--- config.mk ---
export PLATFORM = sky130hd
export DESIGN_NAME = battle_turn_controller_flat
export DESIGN_NICKNAME = d
export VERILOG_FILES = /design/src/rtl/battle_pkg.sv /design/src/rtl/battle_turn_controller_if.sv /design/src/rtl/button_sync_edge.sv /design/src/rtl/battle_turn_controller.sv /design/src/flat_wrapper.sv
export SDC_FILE = /design/constraint.sdc
export NUM_CORES = 1
export LEC_CHECK = 0
export ABC_CLOCK_PERIOD_IN_PS = 5600
export CORE_UTILIZATION = 51
export CTS_BUF_LIST = sky130_fd_sc_hd__clkbuf_8
export DETAILED_ROUTE_END_ITERATION = 7
export PLACE_DENSITY_LB_ADDON = 0.2
export SLEW_MARGIN = 20
export SYNTH_ARGS = -nofsm -noshare
export SYNTH_HDL_FRONTEND = slang
export SYNTH_SLANG_ARGS = --single-unit
--- constraint.sdc ---
create_clock -name clk -period 5.6 [get_ports clk]
set_clock_uncertainty 0.2 [all_clocks]
set_input_delay 0.56 -clock clk [delete_from_list [all_inputs] [get_ports clk]]
set_output_delay 0.56 -clock clk [all_outputs]
set_load 0.01 [all_outputs]
--- src/rtl/battle_pkg.sv ---
// Shared types and helpers for the naval-battle turn controller.
// Board geometry, status codes, FSM states, cell index, popcount.
package battle_pkg;

  localparam int ROWS  = 7;
  localparam int COLS  = 5;
  localparam int CELLS = ROWS * COLS;
  localparam int IDX_W = 6;

  localparam logic [1:0] ST_READY   = 2'b00;
  localparam logic [1:0] ST_HIT     = 2'b01;
  localparam logic [1:0] ST_MISS    = 2'b10;
  localparam logic [1:0] ST_INVALID = 2'b11;

  typedef enum logic [2:0] {
    S_INIT,
    S_IDLE,
    S_CHECK,
    S_WRITE,
    S_OVER
  } state_t;

  // Matrix bit 34 is line 1 / col 1; bit 0 is line 7 / col 5.
  function automatic logic [IDX_W-1:0] cell_idx(
    input logic [2:0] line,
    input logic [2:0] col
  );
    logic [IDX_W-1:0] l;
    logic [IDX_W-1:0] c;
    l = {3'd0, line} - 6'd1;
    c = {3'd0, col} - 6'd1;
    return 6'(CELLS - 1) - (l * 6'(COLS) + c);
  endfunction

  function automatic logic [IDX_W-1:0] popcount(
    input logic [CELLS-1:0] v
  );
    logic [IDX_W-1:0] n;
    n = '0;
    for (int i = 0; i < CELLS; i++)
      n = n + {5'd0, v[i]};
    return n;
  endfunction

endpackage

--- src/rtl/battle_turn_controller_if.sv ---
// Board/datapath bundle of the turn controller.
// master = controller side, slave = buttons/matrix/display side.
interface battle_turn_controller_if;
  import battle_pkg::*;

  logic               button_confirmation;
  logic               button_clear;
  logic [5:0]         coord_at;
  logic [CELLS-1:0]   m_po;
  logic [CELLS-1:0]   m_at;
  logic               at_we;
  logic [IDX_W-1:0]   at_idx;
  logic               at_clr;
  logic [1:0]         status;
  logic [IDX_W-1:0]   shots;
  logic [IDX_W-1:0]   hits;
  logic               game_over;
  logic               busy;

  modport master (
    input  button_confirmation, button_clear,
    input  coord_at, m_po, m_at,
    output at_we, at_idx, at_clr, status,
    output shots, hits, game_over, busy
  );

  modport slave (
    output button_confirmation, button_clear,
    output coord_at, m_po, m_at,
    input  at_we, at_idx, at_clr, status,
    input  shots, hits, game_over, busy
  );

endinterface

--- src/rtl/button_sync_edge.sv ---
// 2-FF synchronizer plus registered rising-edge pulse.
// Ports: clk, rst_n, btn (async raw), pulse (one cycle per press).
module button_sync_edge (
  input  logic clk,
  input  logic rst_n,
  input  logic btn,
  output logic pulse
);

  logic s1, s2, s3;

  always_ff @(posedge clk or negedge rst_n) begin
    if (!rst_n) begin
      s1    <= 1'b0;
      s2    <= 1'b0;
      s3    <= 1'b0;
      pulse <= 1'b0;
    end else begin
      s1    <= btn;
      s2    <= s1;
      s3    <= s2;
      pulse <= s2 & ~s3;
    end
  end

endmodule

--- src/rtl/battle_turn_controller.sv ---
// Turn sequencer: validates shots, writes attack matrix, scores.
// Ports: clk, clr (async active-low), bus (master side bundle).
module battle_turn_controller
  import battle_pkg::*;
(
  input logic clk,
  input logic clr,
  battle_turn_controller_if.master bus
);

  logic conf_p, clear_p;

  button_sync_edge u_conf (
    .clk   (clk),
    .rst_n (clr),
    .btn   (bus.button_confirmation),
    .pulse (conf_p)
  );

  button_sync_edge u_clear (
    .clk   (clk),
    .rst_n (clr),
    .btn   (bus.button_clear),
    .pulse (clear_p)
  );

  state_t           state, nxt;
  logic [5:0]       coord_q, coord_d;
  logic [IDX_W-1:0] total_q, total_d;
  logic [IDX_W-1:0] idx_q, idx_d;
  logic [IDX_W-1:0] shots_q, shots_d;
  logic [IDX_W-1:0] hits_q, hits_d;
  logic [1:0]       status_q, status_d;
  logic             we_q, we_d;
  logic             ac_q, ac_d;
  logic             go_q, go_d;
  logic             busy_q, busy_d;

  logic [2:0]       line, col;
  logic [IDX_W-1:0] idx, pop;
  logic             valid, fired, hit;

  assign line  = coord_q[5:3];
  assign col   = coord_q[2:0];
  assign valid = (line != 3'd0) && (col != 3'd0)
              && (col <= 3'd5);
  assign idx   = cell_idx(line, col);
  // Guarded so an out-of-board index never reaches m_at.
  assign fired = valid && bus.m_at[idx];
  assign hit   = bus.m_po[idx];
  assign pop   = popcount(bus.m_po);

  always_ff @(posedge clk or negedge clr) begin
    if (!clr) begin
      state    <= S_INIT;
      coord_q  <= '0;
      total_q  <= '0;
      idx_q    <= '0;
      shots_q  <= '0;
      hits_q   <= '0;
      status_q <= ST_READY;
      we_q     <= 1'b0;
      ac_q     <= 1'b0;
      go_q     <= 1'b0;
      busy_q   <= 1'b0;
    end else begin
      state    <= nxt;
      coord_q  <= coord_d;
      total_q  <= total_d;
      idx_q    <= idx_d;
      shots_q  <= shots_d;
      hits_q   <= hits_d;
      status_q <= status_d;
      we_q     <= we_d;
      ac_q     <= ac_d;
      go_q     <= go_d;
      busy_q   <= busy_d;
    end
  end

  always_comb begin
    nxt = state;
    if (clear_p) begin
      nxt = S_INIT;
    end else begin
      unique case (state)
        S_INIT:  nxt = (pop == '0) ? S_OVER : S_IDLE;
        S_IDLE:  if (conf_p) nxt = S_CHECK;
        S_CHECK: nxt = (valid && !fired) ? S_WRITE : S_IDLE;
        // hits_q already includes this shot here.
        S_WRITE: nxt = (hits_q == total_q) ? S_OVER : S_IDLE;
        S_OVER:  nxt = S_OVER;
        default: nxt = S_INIT;
      endcase
    end
  end

  // Outputs are registered, so the write side effects are
  // computed while leaving CHECK and appear with at_we.
  always_comb begin
    coord_d  = coord_q;
    total_d  = total_q;
    idx_d    = idx_q;
    shots_d  = shots_q;
    hits_d   = hits_q;
    status_d = status_q;
    we_d     = (nxt == S_WRITE);
    ac_d     = (state == S_INIT);
    go_d     = (nxt == S_OVER);
    busy_d   = (nxt != S_IDLE) && (nxt != S_OVER);
    if (state == S_IDLE && nxt == S_CHECK)
      coord_d = bus.coord_at;
    if (state == S_INIT) begin
      total_d  = pop;
      shots_d  = '0;
      hits_d   = '0;
      status_d = ST_READY;
    end else if (we_d) begin
      idx_d    = idx;
      shots_d  = shots_q + 6'd1;
      hits_d   = hits_q + {5'd0, hit};
      status_d = hit ? ST_HIT : ST_MISS;
    end else if (state == S_CHECK && nxt == S_IDLE) begin
      status_d = ST_INVALID;
    end
  end

  assign bus.at_we     = we_q;
  assign bus.at_idx    = idx_q;
  assign bus.at_clr    = ac_q;
  assign bus.status    = status_q;
  assign bus.shots     = shots_q;
  assign bus.hits      = hits_q;
  assign bus.game_over = go_q;
  assign bus.busy      = busy_q;

endmodule

--- src/flat_wrapper.sv ---
// flat-port wrapper written by rule: the top's interface ports become plain ports
module battle_turn_controller_flat import battle_pkg::*;
  (clk, clr, bus_button_confirmation, bus_button_clear, bus_coord_at, bus_m_po, bus_m_at, bus_at_we, bus_at_idx, bus_at_clr, bus_status, bus_shots, bus_hits, bus_game_over, bus_busy);
  battle_turn_controller_if bus_i ();
  input logic clk;
  input logic clr;
  input wire logic [$bits(bus_i.button_confirmation)-1:0] bus_button_confirmation;
  input wire logic [$bits(bus_i.button_clear)-1:0] bus_button_clear;
  input wire logic [$bits(bus_i.coord_at)-1:0] bus_coord_at;
  input wire logic [$bits(bus_i.m_po)-1:0] bus_m_po;
  input wire logic [$bits(bus_i.m_at)-1:0] bus_m_at;
  output wire logic [$bits(bus_i.at_we)-1:0] bus_at_we;
  output wire logic [$bits(bus_i.at_idx)-1:0] bus_at_idx;
  output wire logic [$bits(bus_i.at_clr)-1:0] bus_at_clr;
  output wire logic [$bits(bus_i.status)-1:0] bus_status;
  output wire logic [$bits(bus_i.shots)-1:0] bus_shots;
  output wire logic [$bits(bus_i.hits)-1:0] bus_hits;
  output wire logic [$bits(bus_i.game_over)-1:0] bus_game_over;
  output wire logic [$bits(bus_i.busy)-1:0] bus_busy;
  assign bus_i.button_confirmation = bus_button_confirmation;
  assign bus_i.button_clear = bus_button_clear;
  assign bus_i.coord_at = bus_coord_at;
  assign bus_i.m_po = bus_m_po;
  assign bus_i.m_at = bus_m_at;
  assign bus_at_we = bus_i.at_we;
  assign bus_at_idx = bus_i.at_idx;
  assign bus_at_clr = bus_i.at_clr;
  assign bus_status = bus_i.status;
  assign bus_shots = bus_i.shots;
  assign bus_hits = bus_i.hits;
  assign bus_game_over = bus_i.game_over;
  assign bus_busy = bus_i.busy;
  battle_turn_controller u_core (.clk(clk), .clr(clr), .bus(bus_i));
endmodule
==> results of run 1 <==
[worst paths after layout]
path,startpoint,end,slack [ns],cells after the start
hold reg to reg,u_core.u_conf.s1,u_core.u_conf.s2,0.16,0
setup reg to reg,u_core.coord_q[0],u_core.bus.hits[4],0.08,13
hold / removal,clr,u_core.bus.at_clr,0.04,1
setup / recovery,bus_m_po[0],u_core.bus.hits[2],-0.47,19
max in group asynchronous,clr,u_core.u_clear.pulse,4.76,1
min in group clk,u_core.u_conf.s1,u_core.u_conf.s2,0.16,0
[synth_stat cells (all sizes together), types with 4 or more instances]
master	count	share of area
nor2	7	0.0067
ha	26	0.083
mux4	16	0.093
xnor2	7	0.016
or4	7	0.013
fa	31	0.16
nand3	11	0.014
xor2	7	0.016
inv	67	0.064
nor3b	4	0.0076
o31ai	7	0.013
buf	7	0.014
mux2i	7	0.018
nand2	28	0.027
dfrtp	47	0.30
mux2	7	0.021
o21ai	15	0.019
a21oi	16	0.020
clkbuf	8	0.0076
[per-stage QoR]
stage | cells | TNS (ns)
2_1_floorplan | 368 | -6.94
3_3_place_gp | 568 | -23.18
3_5_place_dp | 568 | -26.55
4_1_cts | 583 | -12.45
5_1_grt | 582 | -12.73
6_report | 582 | -9.29
[cells in the final DEF (no fill, tap or decap), types with 9 or more instances in the layout]
cell	n
clkdlybuf4s50_1	86
inv_1	56
dfrtp_1	47
nand2_1	28
fa_1	28
ha_1	24
mux4_2	15
buf_4	14
o21ai_0	13
nand3_1	11
inv_2	10
a21oi_2	9
buf_6	9
[critical path: stages]
cell	delay [ns]
buf_6	0.10
ha_4	0.25
inv_2	0.03
fa_1	0.46
fa_2	0.55
fa_1	0.43
fa_2	0.54
fa_1	0.43
fa_1	0.50
inv_2	0.04
ha_4	0.16
fa_2	0.37
xor2_1	0.16
or3_1	0.35
a211o_1	0.30
a31oi_4	0.27
buf_6	0.19
nor4b_4	0.05
a311o_1	0.32
[metal layers]
layer	routed length (µm)	up-vias
met1	3770	1568
met5	0	-
met3	493	21
met4	207	0
li1	-	1494
met2	4760	117
[repair_timing]
action | 4_1_cts | 5_1_grt
setup endpoints to repair | 25 | 25
pin swaps | 30 | 27
gates cloned | 2 | 0
setup buffers | 5 | 2
gates resized for setup | 48 | 41
[registers in the layout, indices dropped and copies added (netlist names), 2 cells and up]
name,flops
u_core.coord_q,6
u_core.bus.hits,6
u_core.bus.at_idx,6
u_core.state,3
u_core.bus.status,2
u_core.bus.shots,6
u_core.total_q,6
[area by class of cell]
cell class                      count  share of cell area
Tap cell                           99              0.0228
Timing Repair Buffer              122               0.214
Sequential cell                    47               0.216
Multi-Input combinational cell    239               0.479
Clock inverter                      3             0.00875
Clock buffer                        5              0.0127
Inverter                           67              0.0467
[cell families (layout without fill, tap and decap cells)]
logic type,count (synthesis),after routing,share of synthesized area
muxes,30,30,0.131
xor gates and xnor gates,15,15,0.0369
adders and majority gates,57,57,0.241
AOI/OAI and AO/OA,56,56,0.0916
DFF,47,47,0.299
buffers and inverters,82,197,0.0859
and+or+nand+nor,81,81,0.115
==> impl_results.md, run 1 <==
* Outcome: finished, violations left
* Failing checks: negative setup slack
* Fillers at 532
* Most used DFF post-synth: dfrtp_1
* CP required at 5.59 ns
* Yosys warning count at 0
* Core area at 7370 µm²
* Clock root buffer: clkbuf_8
* Slew Viols, Final at 0
* WL/cell at 15.9 µm
* Setup violators final at 25
* RSZ-0062 raised after global routing: yes
* DP Worst Slack at -1.17 ns
* Top Usage Layer GRT: met2
* Initial core utilization at 0.534
* Number of I/O pins at 104
* Routed wire length at 9230 µm
* Hold WS at 0.0437 ns
* Post-layout net count at 619
* Clock Pin Slew Worst Setup and Hold Paths at 0.09 ns
* Overflow after GRT at 0
* Mapped Area at 3930 µm²
* Mapped Nets at 505
* EDFF count, synth at 0
* Global placer's final weighted congestion at 0.840
* Die Y at 89.8 µm
* Vias per inst at 5.50
* Antenna violations before repair at 0
* Largest net degree at the start of global routing at 48
* CTS tree: yes
* Actual slew at the worst max-slew pin at 0.776 ns
* Share of cells above drive strength 1 at 0.209
* Post-synthesis cell count at 368
* Max-Cap Viols at 0
* GR Layer Usage met1 at 0.292
* Arr. time, crit path at 6.06 ns
* Worst setup SP type: primary input
* Bufs on Longest Clock Path at 2
* Post-DP HPWL at 7010 µm
* Inserted Clock Buffers at 5
* Drt first pass iters at 5
* Post-CTS Hold Fix Bufs at 0
* Crit path setup slack, layout at -0.472 ns
* Setup CP Type: in -> reg
* GRT Util Overall at 0.236
* Slew margin rel. at 0.482
* DR vias at 3200
* Met2 usage at 0.425
* Hold Path Class: in -> async
* Finished Cell Area at 5430 µm²
* Row cnt at 31
* Area of the multi-input gates at 2600 µm²
* CTS Sinks at 47
* Drt drc at 0
* Synth unique cells at 51
* Post-Place Cell Area at 5140 µm²
* Htree depth at 2
* Synth Register Bits at 47
* Met3 Use GR at 0.0305
* Syn_area_per_cell at 10.7 µm²
* Vias in the first global route at 3289
* Synthesis-to-layout area growth at 38.2%
* F_max at 0.165 GHz
* Register area share after synthesis at 0.299
* Ratio of final minimum period to clock period at 1.08
* Endpoint type of the worst setup path: flop
* Die width at 89.8 µm
* Register Area at 1180 µm²
* Period minus WS final at 6.07 ns
* Global-route wire length before repair at 15200 µm
* Die area at 8070 µm²
* Final hold violations at 0
* Antenna diodes at 0
* Clock latency on the worst-skew pair at 0.31 ns
* Crit path max fanout at 8
* DRT iter0 DRCs at 94
* Port buffer count at 103
* ANT nets after route at 0
* Post-layout util at 0.737
* Async SR Flop Fraction at 1.00
Power of run 1 is not shown: default switching activity piles up to over one toggle a cycle in this logic, so the estimate is an artifact.
==> run 2, diff against run 1 <==
- CORE_ASPECT_RATIO: unset -> 2
==> impl_results.md, run 2 (synthesized netlist as in run 1, its figures left out) <==
* Slew margin rel. at 0.411
* Routed wire length at 9510 µm
* Htree depth at 2
* Crit path buffers/inverters at 5
* Die Y at 126 µm
* Slew Viols, Final at 0
* Critical Path Max Stage Delay at 0.55 ns
* Finished Cell Area at 5410 µm²
* Number of I/O pins at 104
* Global placer's final weighted congestion at 0.889
* Slowest cell on crit path: fa_2
* Setup violators final at 25
* Row cnt at 45
* Vias per inst at 5.60
* WL/cell at 16.3 µm
* CTS Sinks at 47
* DRT iter0 DRCs at 207
* Synthesis-to-layout area growth at 37.6%
* Overflow after GRT at 0
* Ratio of final minimum period to clock period at 1.09
* Period minus WS final at 6.12 ns
* Antenna diodes at 0
* Clock Pin Slew Worst Setup and Hold Paths at 0.09 ns
* F_max at 0.163 GHz
* Die width at 64.1 µm
* Worst setup SP type: primary input
* Fillers at 604
* Bufs on Longest Clock Path at 2
* Hold Path Class: in -> async
* Max-Cap Viols at 0
* Post-DP HPWL at 7570 µm
* Largest net degree at the start of global routing at 48
* Most frequent cells in the layout: clkdlybuf4s50_1 (86), inv_1 (58), dfrtp_1 (47)
* Crit path max fanout at 3
* Crit-path cells: buf_8, ha_4, inv_2, fa_1, fa_2, fa_1, fa_2, fa_1, fa_1, inv_2, ha_4, fa_2, xor2_1, or3_1, a211o_1, a31oi_4, inv_2, nand2b_4, buf_6, mux2_4
* Outcome: finished, violations left
* Arr. time, crit path at 6.11 ns
* Clock root buffer: clkbuf_8
* Drt first pass iters at 4
* Post-layout net count at 625
* ANT nets after route at 0
* Failing checks: negative setup slack
* Setup CP Type: in -> reg
* Vias in the first global route at 3386
* Cell mode on critical path: fa_1
* DR vias at 3262
* Initial core utilization at 0.521
* GRT Util Overall at 0.247
* Endpoint type of the worst setup path: flop
* Crit path setup slack, layout at -0.525 ns
* Clock latency on the worst-skew pair at 0.30 ns
* Core area at 7540 µm²
* DP Worst Slack at -1.26 ns
* CTS tree: yes
* Crit path max-delay family: adder cells
* Most common library cell in the layout ignoring fill and taps: clkdlybuf4s50_1
* Final hold violations at 0
* Antenna violations before repair at 0
* Die area at 8090 µm²
* Post-CTS Hold Fix Bufs at 0
* Post-layout util at 0.717
* RSZ-0062 raised after global routing: yes
* Port buffer count at 103
* Actual slew at the worst max-slew pin at 0.884 ns
* Share of cells above drive strength 1 at 0.209
* Post-Place Cell Area at 5150 µm²
* Hold WS at 0.0408 ns
* CP required at 5.59 ns
* Drt drc at 0
* Global-route wire length before repair at 15400 µm
* Inserted Clock Buffers at 5
==> run 2: final cells by class <==
| type | count | area, µm² | area share |
|---|---|---|---|
| Sequential cell | 47 | 1180 | 0.217 |
| Tap cell | 94 | 118 | 0.0217 |
| Timing Repair Buffer | 128 | 1210 | 0.224 |
| Clock inverter | 2 | 35.0 | 0.00648 |
| Clock buffer | 6 | 82.6 | 0.0153 |
| Multi-Input combinational cell | 239 | 2530 | 0.468 |
| Inverter | 67 | 254 | 0.0469 |
==> run 2: per-stage QoR <==
stage          TNS [ns]  std cells
2_1_floorplan     -6.94        368
3_3_place_gp     -22.70        563
3_5_place_dp     -28.36        563
4_1_cts          -15.53        579
5_1_grt          -14.77        583
6_report         -10.55        583
==> run 2: what timing repair did <==
item | 4_1_cts | 5_1_grt
gates resized for setup | 39 | 31
endpoints found under the setup margin | 25 | 25
buffers inserted | 7 | 5
pin swaps | 29 | 22
cloned | 1 | 0
==> run 2: worst paths after layout <==
| kind | start | endpoint | slack [ns] | depth (start not counted) |
|---|---|---|---|---|
| setup / recovery | bus_m_po[0] | u_core.bus.at_idx[0] | -0.52 | 20 |
| hold / removal | clr | u_core.bus.at_clr | 0.04 | 1 |
| setup reg to reg | u_core.coord_q[0] | u_core.bus.at_idx[0] | 0.23 | 13 |
| hold reg to reg | u_core.u_conf.s1 | u_core.u_conf.s2 | 0.16 | 0 |
| max in group asynchronous | clr | u_core.u_clear.s2 | 4.75 | 1 |
| min in group clk | u_core.u_conf.s1 | u_core.u_conf.s2 | 0.16 | 0 |
==> run 2: metal layers <==
| layer | vias to the layer above | wire length, µm | share of wire | GRT usage |
|---|---|---|---|---|
| li1 | 1500 | - | - | - |
| met1 | 1629 | 3240 | 0.34 | 0.259 |
| met2 | 115 | 5680 | 0.60 | 0.486 |
| met3 | 18 | 321 | 0.034 | 0.0163 |
| met4 | 0 | 272 | 0.029 | 0.102 |
| met5 | - | 0 | 0 | 0 |
Power of run 2 is left out for the same reason.
